File: src/rtl/pipe_barrel_shifter.sv
// Two-stage pipelined barrel shifter with valid/ready handshake.
// Left operations are done as bit-reverse -> right shift -> bit-reverse,
// so a single logarithmic right shifter serves every mode.
module pipe_barrel_shifter #(
  parameter int WIDTH = 32,
  parameter int SW    = $clog2(WIDTH)
) (
  input  logic             clk,
  input  logic             rst_n,
  input  logic             in_valid,
  output logic             in_ready,
  input  logic [WIDTH-1:0] data_i,
  input  logic [SW-1:0]    shamt_i,
  input  logic [2:0]       mode_i,
  output logic             out_valid,
  input  logic             out_ready,
  output logic [WIDTH-1:0] data_o,
  output logic             carry_o,
  output logic             zero_o
);

  localparam logic [2:0] MODE_SLL = 3'b000;
  localparam logic [2:0] MODE_SRL = 3'b001;
  localparam logic [2:0] MODE_SRA = 3'b010;
  localparam logic [2:0] MODE_ROL = 3'b011;
  localparam logic [2:0] MODE_ROR = 3'b100;

  localparam logic [SW-1:0] SHAMT_ONE = {{(SW-1){1'b0}}, 1'b1};
  localparam logic [SW-1:0] SHAMT_ZERO = {SW{1'b0}};

  generate
    if ((WIDTH < 32'sd4) || ((WIDTH & (WIDTH - 32'sd1)) != 32'sd0)) begin : g_bad_width
      $error("pipe_barrel_shifter: WIDTH must be a power of two and at least 4");
    end
  endgenerate

  // Mirror a word end for end.
  function automatic logic [WIDTH-1:0] bit_rev(input logic [WIDTH-1:0] x);
    logic [WIDTH-1:0] r;
    for (int i = 0; i < WIDTH; i++) begin
      r[i] = x[WIDTH-1-i];
    end
    return r;
  endfunction

  // Logarithmic right shifter: stage k moves by 2**k; vacated bits take
  // the fill bit, or the bits falling off the bottom when rotating.
  function automatic logic [WIDTH-1:0] shift_right(input logic [WIDTH-1:0] x,
                                                   input logic [SW-1:0]    amt,
                                                   input logic             fill,
                                                   input logic             rot);
    logic [WIDTH-1:0] cur;
    logic [WIDTH-1:0] nxt;
    int               step;
    int               idx;
    cur = x;
    for (int k = 0; k < SW; k++) begin
      nxt  = cur;
      step = 32'sd1 << k;
      if (amt[k]) begin
        for (int i = 0; i < WIDTH; i++) begin
          idx = (i + step) % WIDTH;
          if ((i + step < WIDTH) || rot) begin
            nxt[i] = cur[idx];
          end else begin
            nxt[i] = fill;
          end
        end
      end
      cur = nxt;
    end
    return cur;
  endfunction

  logic             s1_valid_r;
  logic [WIDTH-1:0] s1_op_r;
  logic [SW-1:0]    s1_shamt_r;
  logic [2:0]       s1_mode_r;
  logic             s1_fill_r;
  logic             out_valid_r;

  logic             s1_valid_s;
  logic             s2_adv_s;
  logic             s1_adv_s;
  logic [WIDTH-1:0] s1_op_s;
  logic             s1_fill_s;
  logic             rot_s;
  logic [WIDTH-1:0] shifted_s;
  logic [WIDTH-1:0] result_s;
  logic             carry_s;
  logic [SW-1:0]    shamt_m1_s;

  // Valids are gated by rst_n so they drop the instant reset asserts.
  assign s1_valid_s = s1_valid_r & rst_n;
  assign out_valid  = out_valid_r & rst_n;
  assign s2_adv_s   = !out_valid || out_ready;
  assign s1_adv_s   = !s1_valid_s || s2_adv_s;
  assign in_ready   = s1_adv_s;
  assign shamt_m1_s = s1_shamt_r - SHAMT_ONE;

  // Stage 1 operand preparation: reverse for left ops, pick the fill bit.
  always_comb begin
    s1_op_s   = data_i;
    s1_fill_s = 1'b0;
    if ((mode_i == MODE_SLL) || (mode_i == MODE_ROL)) begin
      s1_op_s = bit_rev(data_i);
    end else begin
      s1_op_s = data_i;
    end
    if (mode_i == MODE_SRA) begin
      s1_fill_s = data_i[WIDTH-1];
    end else begin
      s1_fill_s = 1'b0;
    end
  end

  // Stage 1 register: captures a request on every input transfer.
  always_ff @(posedge clk or negedge rst_n) begin
    if (!rst_n) begin
      s1_valid_r <= 1'b0;
      s1_op_r    <= {WIDTH{1'b0}};
      s1_shamt_r <= SHAMT_ZERO;
      s1_mode_r  <= 3'b000;
      s1_fill_r  <= 1'b0;
    end else if (s1_adv_s) begin
      s1_valid_r <= in_valid;
      if (in_valid) begin
        s1_op_r    <= s1_op_s;
        s1_shamt_r <= shamt_i;
        s1_mode_r  <= mode_i;
        s1_fill_r  <= s1_fill_s;
      end
    end
  end

  // Stage 2 datapath: right shift, undo the reversal, derive carry.
  // In the reversed/right-shift domain the last bit out is always op[n-1].
  always_comb begin
    rot_s     = (s1_mode_r == MODE_ROL) || (s1_mode_r == MODE_ROR);
    shifted_s = shift_right(s1_op_r, s1_shamt_r, s1_fill_r, rot_s);
    result_s  = s1_op_r;
    carry_s   = 1'b0;
    case (s1_mode_r)
      MODE_SLL, MODE_ROL: result_s = bit_rev(shifted_s);
      MODE_SRL, MODE_SRA, MODE_ROR: result_s = shifted_s;
      default: result_s = s1_op_r;
    endcase
    if ((s1_mode_r <= MODE_ROR) && (s1_shamt_r != SHAMT_ZERO)) begin
      carry_s = s1_op_r[shamt_m1_s];
    end else begin
      carry_s = 1'b0;
    end
  end

  // Stage 2 register: result and flags load only when S1 holds a request.
  always_ff @(posedge clk or negedge rst_n) begin
    if (!rst_n) begin
      out_valid_r <= 1'b0;
      data_o      <= {WIDTH{1'b0}};
      carry_o     <= 1'b0;
      zero_o      <= 1'b0;
    end else if (s2_adv_s) begin
      out_valid_r <= s1_valid_s;
      if (s1_valid_s) begin
        data_o  <= result_s;
        carry_o <= carry_s;
        zero_o  <= (result_s == {WIDTH{1'b0}});
      end
    end
  end

endmodule
File: config.mk
export PLATFORM = sky130hd
export DESIGN_NAME = pipe_barrel_shifter
export DESIGN_NICKNAME = d
export VERILOG_FILES = /design/src/rtl/pipe_barrel_shifter.sv
export SDC_FILE = /design/constraint.sdc
export NUM_CORES = 1
export LEC_CHECK = 0
export ABC_AREA = 1
export ABC_CLOCK_PERIOD_IN_PS = 5360
export BUFFER_PORTS_ARGS = -buffer_cell sky130_fd_sc_hd__buf_2
export CAP_MARGIN = 20
export CORE_UTILIZATION = 56
export CTS_CLUSTER_DIAMETER = 150
export DETAILED_ROUTE_END_ITERATION = 6
export PLACE_DENSITY = 0.78
export SYNTH_ARGS = -nofsm -noshare
export SYNTH_HDL_FRONTEND = slang
export SYNTH_SLANG_ARGS = --single-unit
File: constraint.sdc
create_clock -name clk -period 5.36 [get_ports clk]
set_input_delay 0.536 -clock clk [delete_from_list [all_inputs] [get_ports clk]]
set_output_delay 0.536 -clock clk [all_outputs]
set_load 0.03 [all_outputs]
==> results_dict.tcl <==
set metrics [dict create \
    status "complete, no violations" \
    grt_use_total_pct 40.4 \
    synth-edff-count 0 \
    post_cts_buffers 0 \
    drc_errors 0 \
    clock-sinks 77 \
    crit_required_ns 5.64 \
    num_antenna_cells 0 \
    grt_overflow 0 \
    cellPowerDensity_nw_per_um2 371 \
    synth_nets 1080 \
    min_period_ns 3.58 \
    rsz0062_at_grt "false" \
    crit_type "reg -> reg" \
    hpwlAfterDp_mm 17.0 \
    max-slew-margin-rel_pct 25.7 \
    power.leakage_nw 3.54 \
    synthCells 1035 \
    ys_warn_count 0 \
    clkLatencyLatePin_ns 0.39 \
    final_hold_viol_count 0 \
    drive_gt1_share_pct 13.1 \
    fin_skew_ns 0.00945 \
    slew_violations 0 \
    ctsResizeCount 0 \
    grt_pass1_vias 6517 \
    setup_ws_ns 1.78 \
    h-tree-depth 3 \
    setup_violations 0 \
    ys_seq_elements 77 \
    num-fill-cells 1110 \
    cp-end-kind "flop" \
    grt_antenna_before_repair 0 \
    wl_per_cell_um 18.2 \
    avgSynthCellArea_um2 6.08 \
    dr.pass1.iters 6 \
    stdcell_area_um2 6840 \
    worstMarginPinSlew_ns 1.11 \
    cts_hold_buf 0 \
    preCtsSetupSlack_ns 1.91 \
    tritoncts "built" \
    finalNetCount 1117 \
    top_level_ports 80 \
    grt_pass1_wl_mm 35.3 \
    clockBufferDepth 2 \
    async_flop_share_pct 100 \
    fmax_ghz 0.279 \
    fin_crit_sh_pct 66.8 \
    start_util_pct 57.8 \
    coreArea_um2 10900 \
    worstSetupStartpointType "flop" \
    crit_fanout 36 \
    netlist-cell-type-count 40 \
    numPortBuffers 79 \
    r2r_cells 7 \
    utilization_pct 62.8 \
    vias 7192 \
    hp-class "in -> async" \
    syn_area_um2 6290 \
    place_area_um2 6620 \
    worstReg2RegEnd "carry_o" \
    synth_top_area_share_pct 30.6 \
    grt_max_degree 75 \
    die_w_um 108 \
    vias_per_cell 5.91 \
    gp_congestion 1.03 \
    cts_root_buf "clkbuf_8" \
    cts_made_buffers 9 \
    fin_tns_setup_ns 0 \
    ant_nets 0 \
    max_cap_viol_count 0 \
    chipHeight_um 108 \
    dieArea_um2 11700 \
    reg2reg_from "s1_shamt_r[1]" \
    yosys-top-cells-area "dfrtp_1 (31%), nand2_1 (22%), nand3_1 (11%)" \
    clkTransAtPathRegs_ns 0.09 \
    reg2reg_slack_ns 1.78 \
    drtIter0Drc 921 \
    area.growth.synth_to_final_pct 8.69 \
    crit_arrival_ns 3.86 \
    synth_flop_cell "dfrtp_1" \
    seq_area_frac_synth_pct 30.6 \
    ir_drop_mv 0.323 \
    synth_top_area_cell "dfrtp_1" \
    p_total_w 0.00254 \
    rows 38 \
    routed_wl_mm 22.2 \
]
[final cells by class]
type | count | area [um^2] | area share [%]
Sequential cell | 77 | 1930 | 28.2
Clock buffer | 10 | 128 | 1.87
Inverter | 83 | 314 | 4.59
Timing Repair Buffer | 90 | 480 | 7.03
Clock inverter | 6 | 95.1 | 1.39
Tap cell | 140 | 175 | 2.56
Multi-Input combinational cell | 811 | 3720 | 54.4
[worst max path at each step]
stage	from	to	cells after the start
floorplan	s1_shamt_r[1]	carry_o	10
global route	s1_shamt_r[1]	zero_o	18
finish	s1_shamt_r[1]	carry_o	7
CTS	s1_shamt_r[1]	carry_o	7
detailed placement	s1_shamt_r[1]	carry_o	8
global placement	s1_shamt_r[1]	carry_o	7
[cells in the mapped netlist (all sizes together) (4+ instances only)]
| cell type | n |
|---|---|
| nand2 | 367 |
| nor2 | 94 |
| a31oi | 4 |
| clkbuf | 28 |
| o21ai | 127 |
| buf | 36 |
| a21oi | 17 |
| nand3 | 140 |
| o22ai | 32 |
| dfrtp | 77 |
| o311ai | 4 |
| inv | 79 |
| o211ai | 4 |
| clkinv | 4 |
| a22oi | 5 |
[where the power goes]
part	total [W]	switching, W	leakage [nW]	internal [W]
Sequential	0.000800	0.000110	0.941	0.000689
Combinational	0.00122	0.000874	2.49	0.000348
Clock	0.000513	0.000246	0.105	0.000267
[routing by layer]
layer / track usage (%) / share of wire [%] / vias to the layer above
li1: - / - / 3467
met1: 56.7 / 43 / 3218
met2: 57.8 / 41 / 424
met3: 8.92 / 11 / 83
met4: 20.9 / 5.1 / 0
met5: 0 / 0 / -
[through the flow]
stage                     std cells  hold slack, ns
after floorplan                1035           0.240
after global placement         1201           0.465
after detailed placement       1201           0.474
after CTS                      1217           0.113
after global routing           1217           0.143
final                          1217           0.102
[layout by cell type (no fill, tap or decap), drive strengths merged]
| cell type | count |
|---|---|
| o21ai | 127 |
| buf | 90 |
| and2 | 3 |
| a21oi | 17 |
| clkbuf | 10 |
| a22oi | 5 |
| xnor2 | 1 |
| nand3 | 140 |
| nand4 | 3 |
| bufinv | 2 |
| nor2 | 94 |
| a31oi | 4 |
| a211oi | 1 |
| nor3 | 1 |
| clkinv | 5 |
| ha | 1 |
| o211ai | 4 |
| o311ai | 4 |
| nand3b | 1 |
| dfrtp | 77 |
| clkinvlp | 2 |
| xor2 | 1 |
| a32o | 1 |
| o22ai | 32 |
| nand2 | 367 |
| mux2i | 2 |
| or2 | 2 |
| inv | 80 |
[logic make-up (layout without fill, tap and decap cells)]
kind of cell / after synthesis / after routing / synth area share, %
flip-flops: 77 / 77 / 30.6
buffers and inverters: 147 / 189 / 10.4
AO/OA/AOI/OAI: 195 / 195 / 17.4
adder cells (fa/ha/maj): 1 / 1 / 0.199
multiplexers: 2 / 2 / 0.318
XOR/XNOR: 2 / 2 / 0.278
AND/OR/NAND/NOR: 611 / 611 / 40.8
[registers in the layout (all words and copies together) (netlist names)]
name	count
s1_fill_r	1
s1_shamt_r	5
out_valid_r	1
data_o	32
s1_valid_r	1
s1_op_r	32
carry_o	1
s1_mode_r	3
zero_o	1
[critical path: stages (launching register included)]
cell      delay, ns
dfrtp_1        0.99
inv_1          0.71
ha_1           0.43
xnor2_1        0.37
inv_1          0.18
o311ai_0       0.41
nand3b_1       0.12
a32o_1         0.23
No activity file was read; power rests on OpenSTA's default activity.
